File: src/rtl/string_detect_session_ctrl_if.sv
// Serial bit stream handshake between a bit source (master) and the session controller (slave).
interface string_detect_session_ctrl_if;
  logic bit_valid;
  logic bit_in;
  logic bit_ready;

  modport master (output bit_valid, output bit_in, input bit_ready);
  modport slave  (input bit_valid, input bit_in, output bit_ready);
endinterface

File: src/rtl/string_detect_session_ctrl.sv
// Bounded pattern-detection session: latches pattern/length/mode on start, pulls frame_len
// serial bits, counts (optionally overlapping) matches into a saturating N, then pulses done.
module string_detect_session_ctrl #(
  parameter int PAT_W = 4,
  parameter int LEN_W = 8,
  parameter int CNT_W = 4
) (
  input  logic                 clk,
  input  logic                 rst_n,
  input  logic                 start,
  input  logic                 abort,
  input  logic [PAT_W-1:0]     pattern,
  input  logic [LEN_W-1:0]     frame_len,
  input  logic                 overlap,
  string_detect_session_ctrl_if.slave bit_bus,
  output logic                 busy,
  output logic                 done,
  output logic [CNT_W-1:0]     N,
  output logic                 overflow
);

  localparam int FILL_W = $clog2(PAT_W + 1);
  localparam logic [FILL_W-1:0] FILL_FULL  = FILL_W'(PAT_W);
  localparam logic [FILL_W-1:0] FILL_MATCH = FILL_W'(PAT_W - 1);
  localparam logic [CNT_W-1:0]  N_MAX      = '1;

  typedef enum logic [1:0] {IDLE, RUN, DONE} state_t;

  state_t             state, state_nxt;
  logic [PAT_W-1:0]   pat_q;
  logic [LEN_W-1:0]   len_q;
  logic               ovl_q;
  logic [PAT_W-2:0]   sr;
  logic [FILL_W-1:0]  fill;
  logic [LEN_W-1:0]   rcvd;
  logic               ready;
  logic               accept;
  logic               last_bit;
  logic               match;
  logic [PAT_W-1:0]   window;

  // Only the newest PAT_W-1 bits are kept; the incoming bit completes the compare window.
  assign window   = {sr, bit_bus.bit_in};
  assign accept   = ready & bit_bus.bit_valid;
  assign match    = (fill >= FILL_MATCH) && (window == pat_q);
  assign last_bit = (rcvd + LEN_W'(1)) == len_q;
  assign bit_bus.bit_ready = ready;

  always_ff @(posedge clk or negedge rst_n) begin
    if (!rst_n) state <= IDLE;
    else        state <= state_nxt;
  end

  always_comb begin
    state_nxt = state;
    ready     = 1'b0;
    busy      = 1'b0;
    done      = 1'b0;
    case (state)
      IDLE: begin
        if (start) state_nxt = (frame_len == '0) ? DONE : RUN;
      end
      RUN: begin
        busy = 1'b1;
        if (abort) begin
          state_nxt = IDLE;
        end else begin
          ready = 1'b1;
          if (bit_bus.bit_valid && last_bit) state_nxt = DONE;
        end
      end
      DONE: begin
        busy      = 1'b1;
        done      = 1'b1;
        state_nxt = IDLE;
      end
      default: state_nxt = IDLE;
    endcase
  end

  // Non-overlapping mode forces a full refill of the window after every match.
  always_ff @(posedge clk or negedge rst_n) begin
    if (!rst_n) begin
      pat_q    <= '0;
      len_q    <= '0;
      ovl_q    <= 1'b0;
      sr       <= '0;
      fill     <= '0;
      rcvd     <= '0;
      N        <= '0;
      overflow <= 1'b0;
    end else if (state == IDLE && start) begin
      pat_q    <= pattern;
      len_q    <= frame_len;
      ovl_q    <= overlap;
      sr       <= '0;
      fill     <= '0;
      rcvd     <= '0;
      N        <= '0;
      overflow <= 1'b0;
    end else if (accept) begin
      sr   <= window[PAT_W-2:0];
      rcvd <= rcvd + LEN_W'(1);
      if (match) begin
        if (N == N_MAX) overflow <= 1'b1;
        else            N        <= N + CNT_W'(1);
        if (!ovl_q) fill <= '0;
      end else if (fill != FILL_FULL) begin
        fill <= fill + FILL_W'(1);
      end
    end
  end

endmodule

File: src/flat_wrapper.sv
// flat-port wrapper written by rule: the top's interface ports become plain ports
module string_detect_session_ctrl_flat 
#(
  parameter int PAT_W = 4,
  parameter int LEN_W = 8,
  parameter int CNT_W = 4
)
  (clk, rst_n, start, abort, pattern, frame_len, overlap, busy, done, N, overflow, bit_bus_bit_valid, bit_bus_bit_in, bit_bus_bit_ready);
  string_detect_session_ctrl_if bit_bus_i ();
  input  logic clk;
  input  logic rst_n;
  input  logic start;
  input  logic abort;
  input  logic [PAT_W-1:0] pattern;
  input  logic [LEN_W-1:0] frame_len;
  input  logic overlap;
  output logic busy;
  output logic done;
  output logic [CNT_W-1:0] N;
  output logic overflow;
  input wire logic [$bits(bit_bus_i.bit_valid)-1:0] bit_bus_bit_valid;
  input wire logic [$bits(bit_bus_i.bit_in)-1:0] bit_bus_bit_in;
  output wire logic [$bits(bit_bus_i.bit_ready)-1:0] bit_bus_bit_ready;
  assign bit_bus_i.bit_valid = bit_bus_bit_valid;
  assign bit_bus_i.bit_in = bit_bus_bit_in;
  assign bit_bus_bit_ready = bit_bus_i.bit_ready;
  string_detect_session_ctrl #(.PAT_W(PAT_W), .LEN_W(LEN_W), .CNT_W(CNT_W)) u_core (.clk(clk), .rst_n(rst_n), .start(start), .abort(abort), .pattern(pattern), .frame_len(frame_len), .overlap(overlap), .bit_bus(bit_bus_i), .busy(busy), .done(done), .N(N), .overflow(overflow));
endmodule
File: config.mk
export PLATFORM = sky130hd
export DESIGN_NAME = string_detect_session_ctrl_flat
export DESIGN_NICKNAME = d
export VERILOG_FILES = /design/src/rtl/string_detect_session_ctrl_if.sv /design/src/rtl/string_detect_session_ctrl.sv /design/src/flat_wrapper.sv
export SDC_FILE = /design/constraint.sdc
export NUM_CORES = 1
export LEC_CHECK = 0
export BUFFER_PORTS_ARGS = -buffer_cell sky130_fd_sc_hd__buf_4
export CAP_MARGIN = 10
export CORE_ASPECT_RATIO = 1.2
export CORE_MARGIN = 3
export CORE_UTILIZATION = 45
export CTS_CLUSTER_SIZE = 28
export DETAILED_ROUTE_END_ITERATION = 10
export GPL_TIMING_DRIVEN = 0
export PLACE_DENSITY = 0.65
export REMOVE_ABC_BUFFERS = 1
export SYNTH_ARGS = -nofsm -noshare
export SYNTH_HDL_FRONTEND = slang
export SYNTH_SLANG_ARGS = --single-unit
File: constraint.sdc
create_clock -name clk -period 2.4 [get_ports clk]
set_input_delay 0.36 -clock clk [delete_from_list [all_inputs] [get_ports clk]]
set_output_delay 0.36 -clock clk [all_outputs]
set_load 0.01 [all_outputs]
==> impl_metrics.tcl <==
set metrics [dict create \
    outcome "finished, final reports clean" \
    grt_pass1_wl_um 6750 \
    final_cell_mix "58 x nand2_1, 34 x dfrtp_1, 26 x buf_4, 14 x a21oi_1, 11 x xor2_1" \
    synth_edf_count 0 \
    cap_violations 0 \
    finalCriticalPeriod_ns 2.12 \
    first_pass_iters 4 \
    period_share 0.885 \
    ant_nets 0 \
    syn_to_final_growth_pct 16.9 \
    synth_ff_type "dfrtp_1" \
    avgViaCountPerCell 5.19 \
    syn_inst 217 \
    track_usage 0.170 \
    numCtsBuffers 5 \
    rsz0062_at_grt "no" \
    clock_latency_ns 0.29 \
    startpoint_type "register" \
    slew_viol_final 0 \
    drive_gt1_frac 0.174 \
    crit_fanout 12 \
    critPathMaxStageDelay_ns 0.41 \
    cp_slowest_cell "dfrtp_1" \
    num_vias 1537 \
    powerDensity_nw_per_um2 870 \
    wl_per_cell_um 12.8 \
    grt_max_degree 35 \
    die-area_um2 5050 \
    slew_headroom 0.598 \
    cts_sinks 34 \
    rows 25 \
    yosys-top-cells-area "dfrtp_1 45%, nand2_1 11%, ha_1 5.3%" \
    synth_top_area_cell "dfrtp_1" \
    finalNetCount 268 \
    initial_core_util 0.476 \
    regArea_um2 851 \
    fin_setup_tns_ns 0 \
    diodes 0 \
    worstSetupPathType "reg2reg" \
    drt-initial-drc-count 53 \
    peakVddDrop_mv 0.500 \
    cts_buffer_depth 2 \
    nFillCells 398 \
    synth_area_um2 1910 \
    rr_worst_depth 8 \
    cts-root-buf "clkbuf_8" \
    grt_pass1_vias 1553 \
    drc_errors 0 \
    antenna_found_initial 0 \
    fp.dieW_um 65.4 \
    timing.rr.end "u_core.N[3]" \
    timing.hold.ws_ns 0.0142 \
    synth-seq-area-share 0.446 \
    core_area_um2 4000 \
    final_common_cell "nand2_1" \
    synth_top_cell_area_share 0.446 \
    clock_skew_ns 0.00998 \
    r2r_start "u_core.state[1]" \
    crit_chain "inv_1 -> ha_1 -> nand2b_1 -> inv_1 -> and2_2 -> a41oi_1 -> or3_1 -> a21oi_1" \
    placed_area_um2 2130 \
    io_pins 27 \
    routed_wl_um 3780 \
    cts-hold-fix-buffers 0 \
    cp.required_ns 2.60 \
    endpoint_kind "register" \
    cp.arrival_ns 2.32 \
    final_area_um2 2230 \
    place.gp.congestion 0.799 \
    ys_async_sr_fraction 1.00 \
    hold_path_class "in2async" \
    ys_types 39 \
    die_h_um 77.3 \
    p_leak_nw 1.06 \
    hpwlAfterDp_um 2680 \
    multi_input_area_um2 985 \
    setup_viol 0 \
    cts.clk_slew.worst_paths_ns 0.07 \
    grt_overflow 0 \
    fmax_mhz 471 \
    htreeDepth 2 \
    ys_seq_elements 34 \
    rrSetupSlack_ns 0.28 \
    avgSynthCellArea_um2 8.78 \
    cp_common_cell "inv_1" \
    cts_tree "yes" \
    worst-slew-pin-transition_ns 0.601 \
    port_buffers 26 \
    finalHoldViolations 0 \
    yosysWarnings 0 \
]
[state kept, by name, indices dropped and copies added (netlist names)]
register	count
u_core.N	4
u_core.fill	3
u_core.len_q	8
u_core.overflow	1
u_core.ovl_q	1
u_core.pat_q	4
u_core.rcvd	8
u_core.sr	3
u_core.state	2
[worst max-delay path, delay by kind of cell (launching register included)]
family                   cells  cell delay, ns
AO/OA/AOI/OAI                2            0.41
buffers and inverters        2            0.25
AND/OR/NAND/NOR              3            0.82
flip-flops                   1            0.41
adder cells (fa/ha/maj)      1            0.15
[how the worst max path moves through the flow]
stage / start / end / cells past startpoint
2_1_floorplan: u_core.state[0] / u_core.N[3] / 6
3_3_place_gp: u_core.state[0] / u_core.N[3] / 6
3_5_place_dp: u_core.state[0] / u_core.N[3] / 6
4_1_cts: u_core.state[1] / u_core.N[3] / 8
5_1_grt: u_core.state[1] / u_core.N[3] / 8
6_report: u_core.state[1] / u_core.N[3] / 8
[synth_stat cells (2+ instances only)]
master / n
nor4_1: 3
buf_2: 2
nand3_1: 5
clkbuf_1: 5
or3_2: 2
o21ai_0: 6
a211oi_1: 2
nand4_1: 3
dfrtp_1: 34
or3_1: 3
nor2_1: 10
inv_1: 10
nor3_1: 5
a21oi_1: 14
nand2_1: 58
xnor2_1: 9
nor2b_1: 2
and2_1: 4
ha_1: 8
xor2_1: 11
a311oi_1: 2
a22o_1: 2
[per-stage QoR]
step           setup WS [ns]  power (mW)  cells  utilization
2_1_floorplan          0.406        1.31    208            -
3_3_place_gp          -0.110        1.50    288        0.532
3_5_place_dp          -0.102        1.52    288        0.532
4_1_cts               0.0724        1.96    296        0.555
5_1_grt               0.0514        2.10    296        0.556
6_report               0.276        1.94    296        0.556
[power by group]
group          total [mW]  internal [mW]  switching, mW
logic               0.651          0.283          0.368
clock network       0.435          0.231          0.204
registers           0.851          0.717          0.134
[repair_timing]
item | in CTS | in global routing
setup endpoints to repair | 2 | 3
resized for setup | 1 | 2
setup buffers | 0 | 0
[routing by layer]
layer / GRT usage / wire [µm] / up-vias
li1: - / - / 776
met1: 0.201 / 1650 / 731
met2: 0.300 / 1940 / 24
met3: 0.0337 / 126 / 6
met4: 0.0622 / 59 / 0
met5: 0 / 0 / -
[cells by family (layout without fill, tap and decap cells)]
logic type                 Yosys count  in the layout  synth area share
adders and majority gates            8              8            0.0525
DFF                                 34             34             0.446
xor gates and xnor gates            20             20            0.0919
and+or+nand+nor                     99             99             0.232
buffers and inverters               19             44            0.0407
AOI/OAI and AO/OA                   35             35             0.125
muxes                                2              2            0.0112
[final cells by class]
| class | instances | area share |
|---|---|---|
| multi-input cells | 164 | 0.442 |
| clock inverters | 1 | 0.00225 |
| well taps | 54 | 0.0303 |
| clock buffers | 7 | 0.0388 |
| inverters | 10 | 0.0169 |
| flip-flops and latches | 34 | 0.382 |
| repair buffers | 26 | 0.0876 |
Power figures use the tool's default switching activity.
